[config.mk]
export PLATFORM = sky130hd
export DESIGN_NAME = debug7sd_scheduler
export DESIGN_NICKNAME = d
export VERILOG_FILES = /design/src/rtl/debug7sd_pkg.sv /design/src/rtl/debug7sd_rr_pick.sv /design/src/rtl/debug7sd_scheduler.sv
export SDC_FILE = /design/constraint.sdc
export NUM_CORES = 1
export LEC_CHECK = 0
export CAP_MARGIN = 20
export CORE_UTILIZATION = 25
export DETAILED_ROUTE_END_ITERATION = 10
export DONT_BUFFER_PORTS = 1
export SETUP_SLACK_MARGIN = 0.2
export SLEW_MARGIN = 0
export SYNTH_ARGS = -nofsm -noshare
export SYNTH_HDL_FRONTEND = slang
export SYNTH_SLANG_ARGS = --single-unit
[constraint.sdc]
create_clock -name clk -period 6.2 [get_ports clk]
set_clock_uncertainty 0.15 [all_clocks]
set_input_delay 1.24 -clock clk [delete_from_list [all_inputs] [get_ports clk]]
set_output_delay 1.24 -clock clk [all_outputs]
set_load 0.1 [all_outputs]
[src/rtl/debug7sd_pkg.sv]
// Shared types and widths for the seven-segment debug display scheduler.
package debug7sd_pkg;

  localparam int SEG_VALUE_W = 32;
  localparam int SEG_MODE_W  = 4;

  typedef enum logic [1:0] {
    IDLE,
    SHOW,
    ADVANCE,
    MANUAL
  } sched_state_t;

endpackage

[src/rtl/debug7sd_rr_pick.sv]
// Combinational round-robin finder: first eligible index after start_i, wrapping,
// with start_i itself considered last so a lone eligible channel is reselected.
module debug7sd_rr_pick #(
  parameter int N_CH = 4,
  parameter int CH_W = $clog2(N_CH)
) (
  input  logic [N_CH-1:0] eligible_i,
  input  logic [CH_W-1:0] start_i,
  output logic [CH_W-1:0] next_o,
  output logic            found_o
);

  int unsigned            idx;
  logic        [CH_W-1:0] idx_w;

  // Scan farthest-first so the nearest eligible candidate wins the final assignment.
  always_comb begin
    next_o  = start_i;
    found_o = 1'b0;
    idx     = 0;
    idx_w   = '0;
    for (int k = N_CH; k >= 1; k--) begin
      idx   = (int'(start_i) + k) % N_CH;
      idx_w = CH_W'(idx);
      if (eligible_i[idx_w]) begin
        next_o  = idx_w;
        found_o = 1'b1;
      end
    end
  end

endmodule

[src/rtl/debug7sd_scheduler.sv]
// Round-robin time-sharing of the 4-digit debug display among N_CH posting sources.
// Optional staleness timeout enabled by defining DEBUG7SD_SCHED_STALE_EN.
module debug7sd_scheduler
  import debug7sd_pkg::*;
#(
  parameter  int N_CH         = 4,
  parameter  int DWELL_CYCLES = 100_000_000,
  parameter  int STALE_CYCLES = 500_000_000,
  localparam int CH_W         = $clog2(N_CH)
) (
  input  logic                        clk,
  input  logic                        reset,
  input  logic [N_CH-1:0]             post_valid_i,
  input  logic [N_CH*SEG_VALUE_W-1:0] post_value_i,
  input  logic [N_CH*SEG_MODE_W-1:0]  post_mode_i,
  input  logic                        hold_i,
  input  logic                        manual_en_i,
  input  logic [CH_W-1:0]             manual_sel_i,
  output logic [SEG_VALUE_W-1:0]      disp_value_o,
  output logic [SEG_MODE_W-1:0]       disp_mode_o,
  output logic [CH_W-1:0]             cur_ch_o,
  output logic                        cur_valid_o,
  output logic [N_CH-1:0]             loaded_o,
  output logic [N_CH-1:0]             stale_o
);

  localparam int CNT_W = $clog2(DWELL_CYCLES);

  logic [SEG_VALUE_W-1:0] value_q [N_CH];
  logic [SEG_MODE_W-1:0]  mode_q  [N_CH];
  logic [N_CH-1:0]        loaded_q;
  logic [N_CH-1:0]        eligible;

  sched_state_t           state_q;
  logic [CH_W-1:0]        ptr_q;
  logic [CNT_W-1:0]       cnt_q;
  logic [SEG_VALUE_W-1:0] disp_value_q;
  logic [SEG_MODE_W-1:0]  disp_mode_q;
  logic [CH_W-1:0]        cur_ch_q;
  logic                   cur_valid_q;

  logic [CH_W-1:0]        pick_next;
  logic                   pick_found;

  // Shadow registers: latest post per channel, posts during reset are dropped.
  always_ff @(posedge clk) begin
    if (reset) begin
      for (int i = 0; i < N_CH; i++) begin
        value_q[i] <= '0;
        mode_q[i]  <= '0;
      end
      loaded_q <= '0;
    end else begin
      for (int i = 0; i < N_CH; i++) begin
        if (post_valid_i[i]) begin
          value_q[i]  <= post_value_i[SEG_VALUE_W*i +: SEG_VALUE_W];
          mode_q[i]   <= post_mode_i[SEG_MODE_W*i +: SEG_MODE_W];
          loaded_q[i] <= 1'b1;
        end
      end
    end
  end

`ifdef DEBUG7SD_SCHED_STALE_EN
  localparam int AGE_W = $clog2(STALE_CYCLES);

  logic [AGE_W-1:0] age_q [N_CH];
  logic [N_CH-1:0]  stale_q;

  // Age only counts once a channel holds data; it stops when stale is flagged.
  always_ff @(posedge clk) begin
    if (reset) begin
      for (int i = 0; i < N_CH; i++) age_q[i] <= '0;
      stale_q <= '0;
    end else begin
      for (int i = 0; i < N_CH; i++) begin
        if (post_valid_i[i]) begin
          age_q[i]   <= '0;
          stale_q[i] <= 1'b0;
        end else if (loaded_q[i] && !stale_q[i]) begin
          if (age_q[i] == AGE_W'(STALE_CYCLES - 1)) stale_q[i] <= 1'b1;
          else                                      age_q[i]   <= age_q[i] + 1'b1;
        end
      end
    end
  end

  assign eligible = loaded_q & ~stale_q;
  assign stale_o  = stale_q;
`else
  assign eligible = loaded_q;
  assign stale_o  = '0;
`endif

  debug7sd_rr_pick #(
    .N_CH (N_CH),
    .CH_W (CH_W)
  ) u_pick (
    .eligible_i (eligible),
    .start_i    (ptr_q),
    .next_o     (pick_next),
    .found_o    (pick_found)
  );

  // Scheduler FSM; outputs register from the shadow of the selected channel.
  always_ff @(posedge clk) begin
    if (reset) begin
      state_q      <= IDLE;
      ptr_q        <= '0;
      cnt_q        <= '0;
      disp_value_q <= '0;
      disp_mode_q  <= '0;
      cur_ch_q     <= '0;
      cur_valid_q  <= 1'b0;
    end else if (manual_en_i) begin
      state_q      <= MANUAL;
      cur_ch_q     <= manual_sel_i;
      cur_valid_q  <= loaded_q[manual_sel_i];
      disp_value_q <= loaded_q[manual_sel_i] ? value_q[manual_sel_i] : '0;
      disp_mode_q  <= loaded_q[manual_sel_i] ? mode_q[manual_sel_i]  : '0;
    end else begin
      case (state_q)
        IDLE: begin
          disp_value_q <= '0;
          disp_mode_q  <= '0;
          cur_ch_q     <= '0;
          cur_valid_q  <= 1'b0;
          if (|eligible) begin
            // Search starts just past the last index so channel 0 is tried first.
            ptr_q   <= CH_W'(N_CH - 1);
            state_q <= ADVANCE;
          end
        end
        SHOW: begin
          disp_value_q <= value_q[ptr_q];
          disp_mode_q  <= mode_q[ptr_q];
          cur_ch_q     <= ptr_q;
          cur_valid_q  <= loaded_q[ptr_q];
          if (!hold_i) begin
            if (cnt_q == CNT_W'(DWELL_CYCLES - 1)) state_q <= ADVANCE;
            else                                   cnt_q   <= cnt_q + 1'b1;
          end
        end
        ADVANCE: begin
          if (pick_found) begin
            ptr_q   <= pick_next;
            cnt_q   <= '0;
            state_q <= SHOW;
          end else begin
            disp_value_q <= '0;
            disp_mode_q  <= '0;
            cur_ch_q     <= '0;
            cur_valid_q  <= 1'b0;
            state_q      <= IDLE;
          end
        end
        MANUAL: begin
          ptr_q   <= manual_sel_i;
          cnt_q   <= '0;
          state_q <= eligible[manual_sel_i] ? SHOW : ADVANCE;
        end
        default: state_q <= IDLE;
      endcase
    end
  end

  assign disp_value_o = disp_value_q;
  assign disp_mode_o  = disp_mode_q;
  assign cur_ch_o     = cur_ch_q;
  assign cur_valid_o  = cur_valid_q;
  assign loaded_o     = loaded_q;

endmodule

==> run summary, run 1 <==
status: complete, no violations
Worst R2R Setup Slack: 3400 ps
P_int: 2.93 mW
Max FO, Critical Path: 2
clock share of power: 44.1%
final worst-path cycle share: 48.6%
Longest Clk Path Bufs: 3
Starting Density: 25.4%
Hold WC Path Type: flop to flop
I/O pin count: 201
VDD IR max: 220 uV
die area: 43,400 sq um
Mapped Area: 10,700 sq um
Total GRT Usage: 13.3%
hold-fix buffer count after cts: 0
vias in the first global route: 6,729
ANT nets after route: 0
post-layout min period: 3010 ps
required time of the critical path: 4810 ps
cell area after layout: 12,200 sq um
Setup Buffers After CTS: 0
Worst-Skew Late Latency: 570 ps
Hold Crit Endpoint: loaded_o[3]$_SDFFE_PP0P_
RSZ-0062 raised after global routing: no
cell depth of the worst hold path: 2
fillers: 4,204
DR vias/cell: 4.98
gr ovfl total: 0
layout cells sized above 1: 19.2%
Final Wtd Congestion: 0.774
number of synthesized flops with an enable pin: 144
Comb power frac: 9.7%
DRT iter0 DRCs: 521
CTS buffer count: 27
Layout Cells excl Fill: 1,372
r2r startpoint: loaded_o[1]$_SDFFE_PP0P_
via count: 6,839
HP Start: loaded_o[3]$_SDFFE_PP0P_
pin count of the biggest net entering global routing: 62
Fin Setup TNS: 0 ps
Chip Width: 208 um
initial antenna violation count: 7
CTS tree: yes
Worst Max-Slew Pin Slew: 1100 ps
commonest non-fill, non-tap cell in the layout: and2_1
# resized after CTS: 0
Hold Fails Final Rpt: 0
Pre-antenna DRT Iters: 4
final setup fails: 0
Max-slew headroom: 26.3%
Netlist cell types: 58
Routed Wire Length: 29,400 um
cells after synthesis: 826
placed cell areas: 11,200 sq um
Leak: 4.12 nW
Avg Inst Size Synth: 12.9 sq um
dpl ws: 3170 ps
WS Path Type: flop to output port
Syn. warnings: 0
HPWL Detailed: 18,800 um
IO buf count: 0
Critical R2R Capture: cnt_q[12]$_SDFFE_PP0P_
post-synthesis sequential area ratio: 54.9%
Area growth, synth to finish: 14.6%
MaxCap Viol Count: 0
hold_ws: 321 ps
Post-synth top flop: edfxtp_1
overall power: 3.95 mW
Net Sw Frac: 25.9%
sw power: 1.02 mW
DRC: 0
Final Core Density: 29.1%
first-pass GRT wire length: 42,900 um
Arr. time, crit path: 1620 ps
leading area contributor after synthesis: edfxtp_1
final setup margin: 3190 ps
CTS clock-pin slew for the worst setup and hold paths: 60 ps
CTS root buffer: clkbuf_16
most frequent cells in the layout: and2_1, edfxtp_1, mux4_2, dfxtp_1, a21oi_1
WL/cell: 21.4 um
PwrDens: 323 nW/um^2
Synth Register Bits: 220
top cells by area, synth: edfxtp_1, mux4_2, dfxtp_1
htree depth: 1
core area: 41,900 sq um
Worst Setup End Kind: output port
row count: 75
Seq pwr share: 46.2%
startpoint types: flop
Final Max Slew Viols: 0
clock sink count: 220
height of the die: 208 um
placed cell count: 1,318
Yosys top cell area share: 40.6%
Max Fclk: 332 MHz
asr flop ratio synth: 0%
Nets: 963
R2R cell count: 6
[layout make-up]
cell class	instances	area (sq um)	area share, %
antenna	4	10.0	0.0820
clock buffer	33	748	6.13
clock inverter	17	244	2.00
inverter	3	11.3	0.0922
multi-input combinational	538	4540	37.2
sequential	220	5850	47.9
tap	539	674	5.52
timing repair buffer	18	135	1.11
[cell usage after synthesis, drive strengths merged (9+ instances only)]
cell	instances
o31ai	19
nand2	51
edfxtp	144
buf	23
nand3	9
or4	19
a22oi	36
mux4	74
and2	148
nand4	9
dfxtp	76
nor2	24
a21oi	63
clkbuf	45
[how the worst max path moves through the flow]
stage / from / endpoint / slack [ps] / cells past startpoint
floorplan: manual_sel_i[0] / disp_mode_o[0]$_SDFFE_PP0P_ / 3360 / 5
global placement: manual_en_i / cnt_q[12]$_SDFFE_PP0P_ / 3170 / 4
detailed placement: manual_en_i / cnt_q[12]$_SDFFE_PP0P_ / 3170 / 4
CTS: disp_value_o[12]$_SDFFE_PP0P_ / disp_value_o[12] / 3130 / 0
global route: loaded_o[1]$_SDFFE_PP0P_ / cnt_q[12]$_SDFFE_PP0P_ / 3140 / 6
finish: disp_value_o[22]$_SDFFE_PP0P_ / disp_value_o[22] / 3190 / 0
[power by group through the flow]
| stage | combinational [mW] | sequential (mW) | clock [mW] |
|---|---|---|---|
| floorplan | 0.318 | 1.84 | 0 |
| global placement | 0.383 | 1.85 | 0 |
| detailed placement | 0.388 | 1.86 | 0 |
| CTS | 0.390 | 1.83 | 1.79 |
| global route | 0.415 | 1.84 | 1.84 |
| finish | 0.384 | 1.82 | 1.74 |
[state kept, by name (all words and copies together) (netlist names), named ones only]
| register | cells |
|---|---|
| mode_q | 16 |
| value_q | 128 |
| disp_value_o | 32 |
| state_q | 2 |
| ptr_q | 2 |
| disp_mode_o | 4 |
| cur_valid_o | 1 |
| cur_ch_o | 2 |
| cnt_q | 27 |
| loaded_o | 4 |
[cell families (layout without fill, tap and decap cells)]
family | after synthesis | after routing | share of synthesized area (%)
flip-flops | 220 | 220 | 54.9
other | 1 | 8 | 0.0352
adder cells (fa/ha/maj) | 1 | 1 | 0.117
AO/OA/AOI/OAI | 153 | 153 | 9.63
multiplexers | 77 | 77 | 15.9
buffers and inverters | 71 | 71 | 2.98
AND/OR/NAND/NOR | 303 | 303 | 16.4
[per-layer routing]
layer / global-route usage (%) / wire (um) / vias up
met4: 5.06 / 841 / 4
met1: 16.1 / 11800 / 3438
met3: 3.52 / 1890 / 55
li1: - / - / 3138
met5: 0 / 27 / -
met2: 22.5 / 14800 / 204
Note: power is estimated with default switching activity, not from simulation.
==> inputs of run 2 (changes only) <==
==> constraint.sdc (replaced) <==
create_clock -name clk -period 2.7 [get_ports clk]
set_clock_uncertainty 0.15 [all_clocks]
set_input_delay 0.54 -clock clk [delete_from_list [all_inputs] [get_ports clk]]
set_output_delay 0.54 -clock clk [all_outputs]
set_load 0.1 [all_outputs]
==> run summary, run 2 (synthesis gave the netlist of run 1 again) <==
status: complete, no violations
htree depth: 1
final worst-path cycle share: 87.2%
layout cells sized above 1: 23.1%
gr ovfl total: 0
CTS tree: yes
Fin Setup TNS: 0 ps
r2r startpoint: loaded_o[3]$_SDFFE_PP0P_
Routed Wire Length: 30,500 um
VDD IR max: 624 uV
HP Start: manual_en_i
DRT iter0 DRCs: 506
WS Path Type: flop to flop
Final Max Slew Viols: 0
initial antenna violation count: 12
Max-slew headroom: 31.4%
Worst Setup End Kind: flop
clock sink count: 220
post-layout min period: 2350 ps
row count: 75
WP buf/inv: 1
Nets: 1,018
PwrDens: 698 nW/um^2
first-pass GRT wire length: 45,500 um
Setup Buffers After CTS: 0
final setup fails: 0
Reg with most FFs: value_q
Final Wtd Congestion: 0.771
commonest non-fill, non-tap cell in the layout: and2_1
Starting Density: 25.4%
Comb power frac: 13.7%
CTS root buffer: clkbuf_16
Arr. time, crit path: 2610 ps
P_int: 6.58 mW
DRC: 0
Hold WC Path Type: primary input to flop
core area: 41,900 sq um
Worst Max-Slew Pin Slew: 1030 ps
Max FO, Critical Path: 26
via count: 7,211
pin count of the biggest net entering global routing: 48
sw power: 2.25 mW
vias in the first global route: 7,453
crit-path cells: or3_1, a211o_1, a211oi_4, buf_4, or4_1, a21oi_1
CP top delay family: compound AO/OA/AOI/OAI gates
placed cell areas: 11,600 sq um
Longest Clk Path Bufs: 3
max reg flops: 128
Hold Fails Final Rpt: 0
Chip Width: 208 um
Slowest cell on crit path: a211oi_4
IO buf count: 0
HPWL Detailed: 19,300 um
CTS clock-pin slew for the worst setup and hold paths: 60 ps
Total GRT Usage: 14.0%
clock share of power: 41.2%
MaxCap Viol Count: 0
I/O pin count: 201
Leak: 4.39 nW
Net Sw Frac: 25.5%
Worst-Skew Late Latency: 540 ps
ANT nets after route: 0
Area growth, synth to finish: 18.8%
Pre-antenna DRT Iters: 5
Seq pwr share: 45.1%
WL/cell: 21.4 um
startpoint types: flop
cell area after layout: 12,600 sq um
required time of the critical path: 2950 ps
Max Fclk: 425 MHz
crit path launch: loaded_o[3]$_SDFFE_PP0P_
height of the die: 208 um
largest stage delay on the critical path: 410 ps
CTS buffer count: 26
die area: 43,400 sq um
DR vias/cell: 5.05
most frequent cells in the layout: and2_1, edfxtp_1, mux4_2
RSZ-0062 raised after global routing: no
run 2: final timing paths:
check,slack [ps],endpoint,cells past startpoint
hold reg to reg,300,disp_value_o[1]$_SDFFE_PP0P_,2
hold / removal,40,state_q[0]$_SDFFE_PP0P_,2
setup reg to reg,350,cnt_q[21]$_SDFFE_PP0P_,6
setup / recovery,350,cnt_q[21]$_SDFFE_PP0P_,6
run 2: layer usage:
layer | global-route usage [%] | wire length, um
met5 | 0 | 23
met2 | 23.9 | 15400
met4 | 5.57 | 896
met1 | 16.9 | 12100
met3 | 3.06 | 2060
run 2: worst register-to-register path: cells and delay by family, from the launching register on:
family                 cells  cell delay (ps)
buffers and inverters      1              340
flip-flops                 1              370
AO/OA/AOI/OAI              3              810
AND/OR/NAND/NOR            2              540
run 2: metrics by stage:
step | utilization (%) | power [mW] | hold WS [ps] | worst slack, ps | cells
after floorplan | - | 4.95 | 297 | 272 | 829
after global placement | 27.7 | 5.20 | 287 | 351 | 1365
final | 30.2 | 8.83 | 35.7 | 346 | 1427
after detailed placement | 27.8 | 5.24 | 290 | 261 | 1366
after global routing | 30.2 | 9.16 | 14.4 | 232 | 1427
after CTS | 30.1 | 8.93 | 5.87 | 235 | 1422
run 2: power groups by stage:
| stage | clock network, mW | logic [mW] | registers (mW) |
|---|---|---|---|
| 3_5_place_dp | 0 | 1.18 | 4.05 |
| 5_1_grt | 3.87 | 1.28 | 4.01 |
| 3_3_place_gp | 0 | 1.17 | 4.03 |
| 4_1_cts | 3.73 | 1.22 | 3.98 |
| 2_1_floorplan | 0 | 0.731 | 4.22 |
| 6_report | 3.64 | 1.21 | 3.98 |
run 2: cell type report:
class | instances | area [sq um]
inverters | 3 | 11.3
repair buffers | 74 | 668
flip-flops and latches | 220 | 5860
clock buffers | 40 | 774
clock inverters | 8 | 115
diodes | 5 | 12.5
well taps | 539 | 674
multi-input cells | 538 | 4540
fillers | 4175 | 29300
run 2: repair_timing:
| item | in CTS | in global routing |
|---|---|---|
| hold buffers | 8 | 0 |
| hold endpoints to repair | 47 | 0 |
| resized for setup | 0 | 2 |
| setup endpoints to repair | 0 | 24 |
==> inputs of run 3 (changes only) <==
--- a/config.mk
+++ b/config.mk
@@ -6,11 +6,13 @@
 export NUM_CORES = 1
 export LEC_CHECK = 0
 export CAP_MARGIN = 20
-export CORE_UTILIZATION = 25
+export CORE_UTILIZATION = 50
 export DETAILED_ROUTE_END_ITERATION = 10
 export DONT_BUFFER_PORTS = 1
+export PLACE_DENSITY = 0.68
 export SETUP_SLACK_MARGIN = 0.2
 export SLEW_MARGIN = 0
 export SYNTH_ARGS = -nofsm -noshare
 export SYNTH_HDL_FRONTEND = slang
+export SYNTH_HIERARCHICAL = 1
 export SYNTH_SLANG_ARGS = --single-unit
==> run summary, run 3 <==
clock share of power: 41.2%
row count: 53
cell area after layout: 12,400 sq um
max reg flops: 128
vias in the first global route: 7,670
I/O pin count: 201
CP top delay family: compound AO/OA/AOI/OAI gates
PwrDens: 703 nW/um^2
top cells by area, synth: edfxtp_1, mux4_2, dfxtp_1
most frequent cells in the layout: and2_1, edfxtp_1, mux4_2
Chip Width: 149 um
CTS root buffer: clkbuf_16
Reg with most FFs: value_q
final worst-path cycle share: 87.1%
RSZ-0062 raised after global routing: no
post-synthesis sequential area ratio: 54.2%
placed cell areas: 11,300 sq um
die area: 22,100 sq um
HPWL Detailed: 18,500 um
startpoint types: flop
Net Sw Frac: 24.7%
DR vias/cell: 6.45
core area: 21,100 sq um
Leak: 4.44 nW
Setup Buffers After CTS: 0
Mapped Area: 10,800 sq um
status: complete, no violations
Max-slew headroom: 27.3%
Netlist cell types: 62
Area growth, synth to finish: 14.7%
Pre-antenna DRT Iters: 7
asr flop ratio synth: 0%
final setup fails: 0
synth cell count leaders: and2_1, edfxtp_1, dfxtp_1, mux4_2, nor2_1
WP buf/inv: 1
Routed Wire Length: 28,700 um
Hold WC Path Type: primary input to flop
Max Fclk: 425 MHz
Worst-Skew Late Latency: 520 ps
Hold Fails Final Rpt: 0
Avg Inst Size Synth: 13.1 sq um
Total GRT Usage: 26.2%
VDD IR max: 501 uV
number of synthesized flops with an enable pin: 144
ANT nets after route: 0
Final Wtd Congestion: 0.890
Yosys top cell area share: 40.1%
clock sink count: 220
first-pass GRT wire length: 43,900 um
Seq pwr share: 45.9%
IO buf count: 0
post-layout min period: 2350 ps
DRT iter0 DRCs: 725
Final Max Slew Viols: 0
Comb power frac: 12.9%
Max FO, Critical Path: 16
Synth Register Bits: 220
Worst Setup End Kind: flop
via count: 7,426
Starting Density: 51.1%
most common cell in the netlist: and2_1
cells after synthesis: 820
Nets: 1,005
required time of the critical path: 3010 ps
initial antenna violation count: 5
leading area contributor after synthesis: edfxtp_1
sw power: 2.15 mW
WS Path Type: flop to flop
Longest Clk Path Bufs: 3
Slowest cell on crit path: dfxtp_1
CTS tree: yes
CTS buffer count: 25
WL/cell: 25.0 um
crit-path cells: ha_1, nand3_2, or2_4, o31ai_4, buf_6, a32o_1, a22o_1
layout cells sized above 1: 24.8%
fillers: 1,688
MaxCap Viol Count: 0
Fin Setup TNS: 0 ps
DRC: 0
htree depth: 1
Syn. warnings: 6
Worst Max-Slew Pin Slew: 1090 ps
pin count of the biggest net entering global routing: 58
Arr. time, crit path: 2660 ps
Post-synth top flop: edfxtp_1
gr ovfl total: 0
largest stage delay on the critical path: 420 ps
height of the die: 149 um
CTS clock-pin slew for the worst setup and hold paths: 60 ps
P_int: 6.54 mW
run 3: cell count changes in the layout (fill, tap and decap cells not counted), sizes merged, moves of 14 or more:
cell	previous run	this run
a222oi	2	38
nor2	24	71
a21oi	63	14
o31ai	19	2
a22oi	36	0
nand2	51	12
or4	19	5
a31oi	1	19
run 3: final cells by class:
class / count / area (sq um) / share of cell area [%]
diodes: 8 / 20.0 / 0.162
repair buffers: 72 / 624 / 5.05
well taps: 275 / 344 / 2.78
multi-input cells: 520 / 4600 / 37.2
inverters: 11 / 41.3 / 0.334
clock inverters: 11 / 156 / 1.27
flip-flops and latches: 220 / 5860 / 47.4
clock buffers: 34 / 719 / 5.82
run 3: layer usage:
metal	GRT usage, %	wire [um]
met1	33.7	11000
met2	45.4	14500
met3	3.85	2370
met4	9.08	809
met5	0	0
run 3: final timing paths:
kind	startpoint	to	slack, ps	depth (start not counted)
worst max-delay path	cnt_q[0]$_SDFFE_PP0P_	cnt_q[19]$_SDFFE_PP0P_	350	7
worst min-delay path	post_valid_i[3]	loaded_o[3]$_SDFFE_PP0P_	40	2
worst max register to register	cnt_q[0]$_SDFFE_PP0P_	cnt_q[19]$_SDFFE_PP0P_	350	7
worst min register to register	cnt_q[24]$_SDFFE_PP0P_	cnt_q[24]$_SDFFE_PP0P_	340	1
run 3: kinds of logic after synthesis:
logic type	Yosys count	synth area share, %
DFF	220	54.2
buffers and inverters	83	3.61
AOI/OAI and AO/OA	104	7.88
adders and majority gates	1	0.116
muxes	86	16.6
and+or+nand+nor	325	17.5
other	1	0.0348
run 3: metrics by stage:
step / worst slack (ps) / utilization (%) / hold slack (ps) / instances / total power [mW]
floorplan: 404 / - / 300 / 823 / 4.91
global placement: 330 / 53.8 / 319 / 1091 / 5.10
detailed placement: 335 / 53.8 / 321 / 1091 / 5.15
CTS: 322 / 58.3 / 24.6 / 1141 / 8.73
global route: 222 / 58.6 / 28.7 / 1148 / 8.95
finish: 348 / 58.6 / 36.7 / 1151 / 8.69
run 3: what timing repair did:
| item | CTS | global route |
|---|---|---|
| hold endpoints to repair | 59 | 0 |
| hold buffers | 5 | 0 |
| resized for setup | 0 | 2 |
| setup endpoints to repair | 0 | 7 |
run 3: power by group through the flow:
stage / Sequential, mW / Combinational (mW) / Clock, mW
CTS: 3.99 / 1.12 / 3.62
global route: 4.02 / 1.18 / 3.75
floorplan: 4.21 / 0.694 / 0
detailed placement: 4.06 / 1.09 / 0
global placement: 4.04 / 1.07 / 0
finish: 3.99 / 1.12 / 3.58
